File: config.mk
export PLATFORM = sky130hd
export DESIGN_NAME = pwm_array
export DESIGN_NICKNAME = d
export VERILOG_FILES = /design/src/rtl/pwm_pkg.sv /design/src/rtl/pwm_chan.sv /design/src/rtl/pwm_array.sv
export SDC_FILE = /design/constraint.sdc
export NUM_CORES = 1
export LEC_CHECK = 0
export ABC_AREA = 1
export CELL_PAD_IN_SITES_DETAIL_PLACEMENT = 1
export CELL_PAD_IN_SITES_GLOBAL_PLACEMENT = 1
export CORE_MARGIN = 5
export CORE_UTILIZATION = 50
export CTS_CLUSTER_SIZE = 14
export DETAILED_ROUTE_END_ITERATION = 10
export GPL_ROUTABILITY_DRIVEN = 0
export PLACE_DENSITY = 0.86
export SLEW_MARGIN = 10
export SYNTH_ARGS = -nofsm -noshare
export SYNTH_HDL_FRONTEND = slang
export SYNTH_SLANG_ARGS = --single-unit
File: constraint.sdc
create_clock -name mclk -period 40.2 [get_ports mclk]
set_input_delay 12.06 -clock mclk [delete_from_list [all_inputs] [get_ports mclk]]
set_output_delay 12.06 -clock mclk [all_outputs]
set_load 0.02 [all_outputs]
File: src/rtl/pwm_pkg.sv
// Shared definitions for the PWM array: channel modes, register word offsets,
// the global block index and a byte-enable merge helper.
package pwm_pkg;

  typedef enum logic {
    PWM_EDGE   = 1'b0,
    PWM_CENTER = 1'b1
  } pwm_mode_e;

  localparam int GLOBAL_BLK = 0;

  // Global block words
  localparam logic [1:0] W_ENB       = 2'd0;
  localparam logic [1:0] W_INTR_STAT = 2'd1;
  localparam logic [1:0] W_INTR_MASK = 2'd2;
  localparam logic [1:0] W_INFO      = 2'd3;

  // Channel block words
  localparam logic [1:0] W_CFG    = 2'd0;
  localparam logic [1:0] W_PERIOD = 2'd1;
  localparam logic [1:0] W_DUTY   = 2'd2;
  localparam logic [1:0] W_COUNT  = 2'd3;

  function automatic logic [15:0] merge_be(input logic [15:0] old_val,
                                           input logic [15:0] new_val,
                                           input logic [1:0]  be);
    merge_be = old_val;
    if (be[0]) merge_be[7:0]  = new_val[7:0];
    if (be[1]) merge_be[15:8] = new_val[15:8];
  endfunction

endpackage

File: src/rtl/pwm_chan.sv
// One PWM channel: config and shadow registers, prescaler, edge/center
// counter and the registered waveform output.
module pwm_chan
  import pwm_pkg::*;
#(
  parameter int CNT_W = 16
) (
  input  logic        mclk,
  input  logic        h_reset,
  input  logic        enb,
  input  logic        wr_en,
  input  logic [1:0]  word,
  input  logic [15:0] wdata,
  input  logic [1:0]  be,
  output logic [31:0] rdata,
  output logic        period_end,
  output logic        oneshot_clr,
  output logic        wfm
);

  logic [7:0]       presc;
  logic [7:0]       pcnt;
  logic             oneshot;
  logic             pol;
  pwm_mode_e        mode;
  logic [CNT_W-1:0] period_s;
  logic [CNT_W-1:0] duty_s;
  logic [CNT_W-1:0] period_a;
  logic [CNT_W-1:0] duty_a;
  logic [CNT_W-1:0] count;
  logic [CNT_W-1:0] count_nxt;
  logic             dir_down;
  logic             dir_nxt;
  logic             tick;

  // In center mode a period of 1 turns around at the top and lands on 0 in
  // the same step, so the up branch can also produce the period end.
  always_comb begin
    tick       = enb && (pcnt == presc);
    count_nxt  = count;
    dir_nxt    = dir_down;
    period_end = 1'b0;
    if (tick) begin
      if (mode == PWM_EDGE) begin
        if (count >= period_a) begin
          count_nxt  = '0;
          period_end = 1'b1;
        end else begin
          count_nxt = count + 1'b1;
        end
      end else if (!dir_down) begin
        if (count < period_a) begin
          count_nxt = count + 1'b1;
        end else if (count == '0) begin
          period_end = 1'b1;
        end else begin
          count_nxt = count - 1'b1;
          if (count == CNT_W'(1)) period_end = 1'b1;
          else                    dir_nxt    = 1'b1;
        end
      end else begin
        count_nxt = count - 1'b1;
        if (count == CNT_W'(1)) begin
          period_end = 1'b1;
          dir_nxt    = 1'b0;
        end
      end
    end
  end

  assign oneshot_clr = period_end & oneshot;

  always_comb begin
    rdata = '0;
    case (word)
      W_CFG:    rdata = {16'b0, presc, 5'b0, oneshot, pol, mode};
      W_PERIOD: rdata = 32'(period_s);
      W_DUTY:   rdata = 32'(duty_s);
      default:  rdata = 32'(count);
    endcase
  end

  always_ff @(posedge mclk or posedge h_reset) begin
    if (h_reset) begin
      presc    <= '0;
      oneshot  <= 1'b0;
      pol      <= 1'b0;
      mode     <= PWM_EDGE;
      period_s <= '0;
      duty_s   <= '0;
      period_a <= '0;
      duty_a   <= '0;
      pcnt     <= '0;
      count    <= '0;
      dir_down <= 1'b0;
      wfm      <= 1'b0;
    end else begin
      if (wr_en) begin
        case (word)
          W_CFG: begin
            if (be[1]) presc <= wdata[15:8];
            if (be[0]) begin
              oneshot <= wdata[2];
              pol     <= wdata[1];
              mode    <= pwm_mode_e'(wdata[0]);
            end
          end
          W_PERIOD: period_s <= CNT_W'(merge_be(16'(period_s), wdata, be));
          W_DUTY:   duty_s   <= CNT_W'(merge_be(16'(duty_s), wdata, be));
          default:  ;
        endcase
      end
      // Shadows flow straight into the active set while the channel is idle.
      if (!enb) begin
        pcnt     <= '0;
        count    <= '0;
        dir_down <= 1'b0;
        period_a <= period_s;
        duty_a   <= duty_s;
      end else begin
        pcnt     <= tick ? '0 : pcnt + 8'd1;
        count    <= count_nxt;
        dir_down <= dir_nxt;
        if (period_end) begin
          period_a <= period_s;
          duty_a   <= duty_s;
        end
      end
      wfm <= enb ? ((count < duty_a) ^ pol) : pol;
    end
  end

endmodule

File: src/rtl/pwm_array.sv
// PWM array top: register decode, global enable/interrupt registers, read
// mux, single-cycle ack and NUM_CH channel instances.
module pwm_array
  import pwm_pkg::*;
#(
  parameter int NUM_CH = 4,
  parameter int CNT_W  = 16,
  parameter int ADDR_W = 5
) (
  input  logic              mclk,
  input  logic              h_reset,
  input  logic              reg_cs,
  input  logic              reg_wr,
  input  logic [ADDR_W-1:0] reg_addr,
  input  logic [31:0]       reg_wdata,
  input  logic [3:0]        reg_be,
  output logic [31:0]       reg_rdata,
  output logic              reg_ack,
  output logic [NUM_CH-1:0] pwm_wfm,
  output logic              pwm_intr
);

  localparam int BLK_W = ADDR_W - 2;

  logic              access;
  logic              glb_wr;
  logic [BLK_W-1:0]  blk;
  logic [1:0]        word;
  logic [NUM_CH-1:0] enb;
  logic [NUM_CH-1:0] enb_nxt;
  logic [NUM_CH-1:0] intr_stat;
  logic [NUM_CH-1:0] intr_mask;
  logic [NUM_CH-1:0] w1c;
  logic [NUM_CH-1:0] chan_wr;
  logic [NUM_CH-1:0] chan_pend;
  logic [NUM_CH-1:0] chan_clr;
  logic [31:0]       chan_rd [NUM_CH];
  logic [31:0]       rd_mux;
  logic              unused_bits;

  assign access      = reg_cs & ~reg_ack;
  assign blk         = reg_addr[ADDR_W-1:2];
  assign word        = reg_addr[1:0];
  assign glb_wr      = access & reg_wr & (blk == BLK_W'(GLOBAL_BLK));
  assign unused_bits = ^{reg_wdata[31:16], reg_be[3:2]};

  generate
    for (genvar n = 0; n < NUM_CH; n++) begin : g_chan
      assign chan_wr[n] = access & reg_wr & (blk == BLK_W'(n + 1));
      pwm_chan #(.CNT_W(CNT_W)) u_chan (
        .mclk        (mclk),
        .h_reset     (h_reset),
        .enb         (enb[n]),
        .wr_en       (chan_wr[n]),
        .word        (word),
        .wdata       (reg_wdata[15:0]),
        .be          (reg_be[1:0]),
        .rdata       (chan_rd[n]),
        .period_end  (chan_pend[n]),
        .oneshot_clr (chan_clr[n]),
        .wfm         (pwm_wfm[n])
      );
    end
  endgenerate

  // Hardware one-shot clear and interrupt set both take priority over software.
  always_comb begin
    enb_nxt = enb;
    if (glb_wr && word == W_ENB && reg_be[0]) enb_nxt = reg_wdata[NUM_CH-1:0];
    enb_nxt = enb_nxt & ~chan_clr;
    w1c = '0;
    if (glb_wr && word == W_INTR_STAT && reg_be[0]) w1c = reg_wdata[NUM_CH-1:0];
  end

  always_comb begin
    rd_mux = '0;
    if (blk == BLK_W'(GLOBAL_BLK)) begin
      case (word)
        W_ENB:       rd_mux = 32'(enb);
        W_INTR_STAT: rd_mux = 32'(intr_stat);
        W_INTR_MASK: rd_mux = 32'(intr_mask);
        default:     rd_mux = {12'b0, 4'(NUM_CH), 11'b0, 5'(CNT_W)};
      endcase
    end else begin
      for (int n = 0; n < NUM_CH; n++) begin
        if (blk == BLK_W'(n + 1)) rd_mux = chan_rd[n];
      end
    end
  end

  always_ff @(posedge mclk or posedge h_reset) begin
    if (h_reset) begin
      reg_ack   <= 1'b0;
      reg_rdata <= '0;
      enb       <= '0;
      intr_stat <= '0;
      intr_mask <= '0;
      pwm_intr  <= 1'b0;
    end else begin
      reg_ack   <= access;
      reg_rdata <= access ? rd_mux : '0;
      enb       <= enb_nxt;
      intr_stat <= (intr_stat & ~w1c) | chan_pend;
      if (glb_wr && word == W_INTR_MASK && reg_be[0]) intr_mask <= reg_wdata[NUM_CH-1:0];
      pwm_intr  <= |(intr_stat & intr_mask);
    end
  end

endmodule
Word-level counts from Yosys, hierarchy flattened
Cells that the tools add are included.
Widths: inputs -> output; s select.
{ "classes": {"addsub": 12, "n_lt_le_gt_ge": 12, "n_eq_ne": 30, "muxes": 125, "bitwise_logic": 22, "reduce_logical": 49} }
{ "op_table": {"columns": ["operator", "n"], "rows": [
  ["$mux 16", 44],
  ["$mux 32", 6],
  ["$pmux 16 s3", 4],
  ["$lt 16x16->1", 8],
  ["$reduce_and 3->1", 24],
  ["$add 16x1->16 const B", 4],
  ["$eq 16x1->1 const B", 4],
  ["$ge 16x16->1", 4],
  ["$logic_not 16->1", 4],
  ["$mux 8", 8],
  ["$sub 16x1->16 const B", 4],
  ["$mux 1", 60],
  ["$pmux 19 s3", 1],
  ["$add 8x1->8 const B", 4],
  ["$eq 8x8->1", 4],
  ["$ne 2x1->1 const B", 12],
  ["$ne 5x5->1 const B", 4],
  ["$reduce_and 2->1", 8],
  ["$and 4x4->4", 3],
  ["$and 1x1->1", 11],
  ["$logic_and 1x1->1", 10],
  ["$mux 4", 2],
  ["$not 4->4", 2],
  ["$eq 3x2->1 const B", 2],
  ["10 further kinds", 13]
]} }
{ "totals": {"regBits": 450, "out_inout_bits": 38, "elab_cells": 312} }

Longest topological paths before layout
{ "logic_depth": {"word_depth": 10, "ltp_mapped": 20, "depth_no_buf": 19} }

Modules after synthesis
A second synthesis with hierarchy kept.
{ "hier_totals": {"cells_unflattened": 3863, "hier_area_um2": 28867.7} }
{ "by_module_without_submodules": {"columns": ["mod", "n_inst", "cells_each", "area_per_inst_um2", "seq_area_each_um2"], "rows": [
  ["pwm_chan (g_chan[0].u_chan ...)", 3, 871, 6563.8, 2527.4],
  ["pwm_chan (g_chan[3].u_chan)", 1, 859, 6451.2, 2527.4],
  ["pwm_array", 1, 391, 2725.1, 1151.1]
]} }

Worst setup path before layout
Ideal clock, no wire load.
{ "synth_timing": {"path_type": "input to register", "start": "in reg_addr[0]", "end": "reg g_chan[0].u_chan.duty_s[9]", "setup_ns": 0.134, "arrival_ns": 13.246, "path_slack_ns": 26.820, "path_stages": 8, "n_path_buf": 2, "path_cell_list": "buf_2 nor2_2 inv_2 nor2_1 nand2_1 clkbuf_1 nand2_1 o21ai_0"} }
{ "synth_between": {"elab_chain_cells": 2} }
{ "synth_rtl": {"columns": ["element", "line_no", "text"], "rows": [
  ["start: declaration", "pwm_array.sv:14", "input logic [ADDR_W-1:0] reg_addr,"],
  ["$eq 2x2->1", "pwm_chan.sv:99", "case (word)"],
  ["$reduce_and 3->1 (no line)", null, null],
  ["end signal: assignment", "pwm_chan.sv:109", "W_DUTY: duty_s <= CNT_W'(merge_be(16'(duty_s), wdata, be));"],
  ["end: declaration", "pwm_chan.sv:27", "logic [CNT_W-1:0] duty_s;"]
]} }
No other way between the ends.
A chain may end at the register's enable or synchronous reset.

Worst setup path in the final report
{ "layout_timing": {"start": "in reg_addr[1]", "end": "reg g_chan[3].u_chan.presc[5]"} }
{ "layout_between": {"elab_chain_cells": 2} }
{ "layout_rtl": {"columns": ["element", "line_no", "text"], "rows": [
  ["$logic_not 2->1", "pwm_chan.sv:99", null],
  ["$reduce_and 3->1 (no line)", null, null],
  ["end signal: assignment", "pwm_chan.sv:101", "if (be[1]) presc <= wdata[15:8];"],
  ["end: declaration", "pwm_chan.sv:21", "logic [7:0] presc;"]
]} }
No other way between the ends.

==> results.cfg <==
[layout]
fin_nets = 3549
drive_gt1_share_pct = 5.57
seqCellArea_mm2 = 0.0109
synthToLayoutAreaGrowth_pct = 8.87
multiInputGateArea_mm2 = 0.0130
layout_filler_cell_count = 6404
total_non_filler_cell_area_in_the_finished_layout_mm2 = 0.0283

[setup_path]
data_arrival_time_of_the_worst_path_ns = 15.67
crit_path_end_kind = flop
required_time_of_the_critical_path_ns = 40.63
slowest_stage = nor2_1
cp_cell_sequence = clkdlybuf4s50_1 > buf_4 > nor2_4 > buf_4 > inv_1 > nor2_1 > nand2_1 > nand2_1 > o21ai_0
critPathMaxFanout = 36
crit_family = buffers and inverters
critical_path.max_stage_delay_ns = 0.83
cp_num_buf_inv = 4
worst-setup-path-type = in2reg
critical_path.startpoint_type = input port
rr_startpoint = g_chan[2].u_chan.count[11]
critPathLaunch = reg_addr[1]

[place]
port_buffers = 49
hpwl_after_dpl_um = 62900
worst_slack_after_detailed_placement_ns = 24.61
dpl-instance-area_mm2 = 0.0266

[clock_network]
cts-root-buf = clkbuf_16
clkTransAtPathRegs_ns = 0.06
max-clock-path-buffers = 3
ctsHtreeMaxLevel = 2
worstSkewPairLatency_ns = 0.61
quantity_of_hold_fixing_buffers_added_after_cts = 0
post_cts_resize_count = 0
postcts_setup_bufs = 0
clock-sinks = 435
numCtsBuffers = 50
clock_tree_from_tritoncts = yes

[timing]
timing.max_slew.rel_slack_pct = 26.7
hold-worst-slack_ns = 0.492
timing.setup.tns_ns = 0
slew_at_the_pin_with_the_worst_max_slew_slack_ns = 1.10
worst_clk_skew_ns = 0.0183
report.final.slew_viol_count = 0
fmaxAchievable_ghz = 0.0656
rsz0062_at_grt = false
setup_slack_ns = 24.96
number_of_endpoints_with_negative_hold_slack_in_the_final_report = 0
timing.final.crit_share_pct = 37.9
report.final.setup_viol = 0
finalWorstPathRequiredPeriod_ns = 15.24

[worst_hold_path]
worst_hold_startpoint = g_chan[3].u_chan.oneshot
min_path_type = reg2reg

[synth]
avgSynthCellArea_um2 = 7.65
syn-cell-area_mm2 = 0.0259
synth_mux_area_share_pct = 0
synthCells = 3390
netlist_top_cells_count = 1,003 x nand2_1, 435 x dfrtp_1, 325 x inv_1, 298 x nand3_1, 292 x o21ai_0
post-synth-top-count-cell = nand2_1
ys_async_sr_fraction_pct = 100
yosysUniqueCellTypes = 54
yosys_most_used_dff = dfrtp_1
synth-compound-area-share_pct = 11.5
ys_seq_area_share_pct = 41.9
synth-adder-area-share_pct = 6.94
synth_enable_flop_cells = 0
synth_warnings = 0
synth.top_cell.area_share_pct = 41.9
xor_and_xnor_fraction_of_the_mapped_netlist_area_pct = 3.65
synth.largest_area_cell = dfrtp_1
synthSimpleGateAreaFrac_pct = 27.6
synth-seq-cells = 435
synth.area.top_cells = dfrtp_1 42%, nand2_1 15%, ha_1 6.9%, nand3_1 5.7%, o21ai_0 5.6%
synth_top_family_by_area = simple AND/OR/NAND/NOR gates

[die]
std_cell_core_area_mm2 = 0.0514
die_w_um = 238
top_level_ports = 83
chipHeight_um = 238
starting_density_of_the_core_pct = 50.5
row_count = 83
die_area_mm2 = 0.0566

[detailed_routing]
drc = 0
final_antenna_net_count = 0
detail_route.iter0.violations = 1834
detail_route.first_pass.iterations = 6
route.detailed.vias_per_inst = 6.00
avgRoutedWirePerCell_um = 22.2
vias = 24451
finalWirelength_um = 90500

[global_routing]
grt_pass1_vias = 25845
grt-ovfl-total = 0
gr-usage-all-layers_pct = 31.5
grt_start_max_net_pins = 170
antenna_violations_before_repair = 0
grt_first_pass_wirelength_um = 143000

[power]
power.static_leakage_nw = 14.1
finalPower_mw = 1.18
peak_supply_drop_mv = 0.0373
p_per_area_mw_per_mm2 = 41.7
pwr-share-seq_pct = 41.0
internal-power_uw = 798
power_switching_share_pct = 32.3
power.switching_uw = 380
p_clk_share_pct = 38.9
pwr-share-comb_pct = 20.1

[run]
maximum_capacitance_violations = 0

[run_status]
outcome = finished, final reports clean
state kept, by name, summed over array words and instances (netlist names):
| signal | count |
|---|---|
| g_chan.u_chan.count | 64 |
| enb | 4 |
| reg_ack | 1 |
| g_chan.u_chan.mode | 4 |
| g_chan.u_chan.duty_s | 64 |
| intr_stat | 4 |
| g_chan.u_chan.duty_a | 64 |
| g_chan.u_chan.wfm | 4 |
| g_chan.u_chan.dir_down | 4 |
| intr_mask | 4 |
| g_chan.u_chan.pcnt | 32 |
| reg_rdata | 17 |
| g_chan.u_chan.period_s | 64 |
| g_chan.u_chan.pol | 4 |
| g_chan.u_chan.oneshot | 4 |
| g_chan.u_chan.presc | 32 |
| g_chan.u_chan.period_a | 64 |
| pwm_intr | 1 |
cell usage in the layout (no fill, tap or decap), types with 5 or more instances in the layout:
master / n
a211oi_1: 7
a21oi_1: 119
a221oi_1: 8
buf_4: 16
clkbuf_1: 7
clkbuf_16: 53
clkbuf_8: 12
clkdlybuf4s50_1: 49
clkinv_2: 12
conb_1: 15
dfrtp_1: 435
ha_1: 144
inv_1: 324
inv_2: 12
nand2_1: 1003
nand2_2: 31
nand2_4: 5
nand3_1: 298
nand3_2: 6
nand4_1: 48
nor2_1: 161
nor2_2: 13
nor2_4: 7
nor3_1: 48
nor3_2: 6
nor3b_1: 7
o2111ai_1: 13
o211ai_1: 23
o21a_1: 5
o21ai_0: 292
o21ai_1: 31
o22ai_1: 26
o31ai_1: 5
xnor2_1: 28
xor2_1: 80
metrics by stage:
step	utilization, %	std cells
final	55.0	4076
after global routing	55.0	4075
after CTS	55.0	4075
after detailed placement	51.8	3988
after global placement	51.8	3988
after floorplan	-	3404
worst paths after layout:
path / slack [ns] / endpoint / depth (start not counted)
min in group asynchronous: 11.93 / g_chan[1].u_chan.count[4] / 2
setup reg to reg: 36.37 / g_chan[2].u_chan.period_a[2] / 11
max in group asynchronous: 26.02 / g_chan[3].u_chan.period_a[3] / 4
hold / removal: 0.49 / g_chan[3].u_chan.oneshot / 2
hold reg to reg: 0.49 / g_chan[3].u_chan.oneshot / 2
setup / recovery: 24.96 / g_chan[3].u_chan.presc[5] / 9
area by class of cell:
type	count	share of cell area [%]
diodes	1	0.00886
clock buffers	72	5.37
clock inverters	15	0.376
inverters	340	4.54
multi-input cells	2467	45.9
flip-flops and latches	435	38.5
well taps	680	3.01
repair buffers	66	2.23
worst register-to-register path: cells and delay by family (launching register included):
| kind | cells | cell delay [ns] |
|---|---|---|
| and+or+nand+nor | 10 | 2.77 |
| DFF | 1 | 0.57 |
| adders and majority gates | 1 | 0.43 |
logic make-up (layout without fill, tap and decap cells):
family | count (synthesis) | after routing
and+or+nand+nor | 1654 | 1654
AOI/OAI and AO/OA | 546 | 546
buffers and inverters | 502 | 493
DFF | 435 | 435
adders and majority gates | 144 | 144
xor gates and xnor gates | 108 | 108
other | 1 | 16
power groups by stage:
stage               Combinational (mW)  Clock (mW)  Sequential, mW
floorplan                        0.165           0           0.485
global placement                 0.219           0           0.489
detailed placement               0.231           0           0.491
CTS                              0.234       0.464           0.483
finish                           0.237       0.459           0.484
global route                     0.260       0.485           0.486
per-layer routing:
layer  part of all wire (%)  track usage, %  vias up
li1                       -               -    10989
met1                     41            40.7    12319
met2                     46            51.5      901
met3                    7.5            6.02      242
met4                    5.4            15.0        0
met5                      0               0        -
Power figures use the tool's default switching activity.
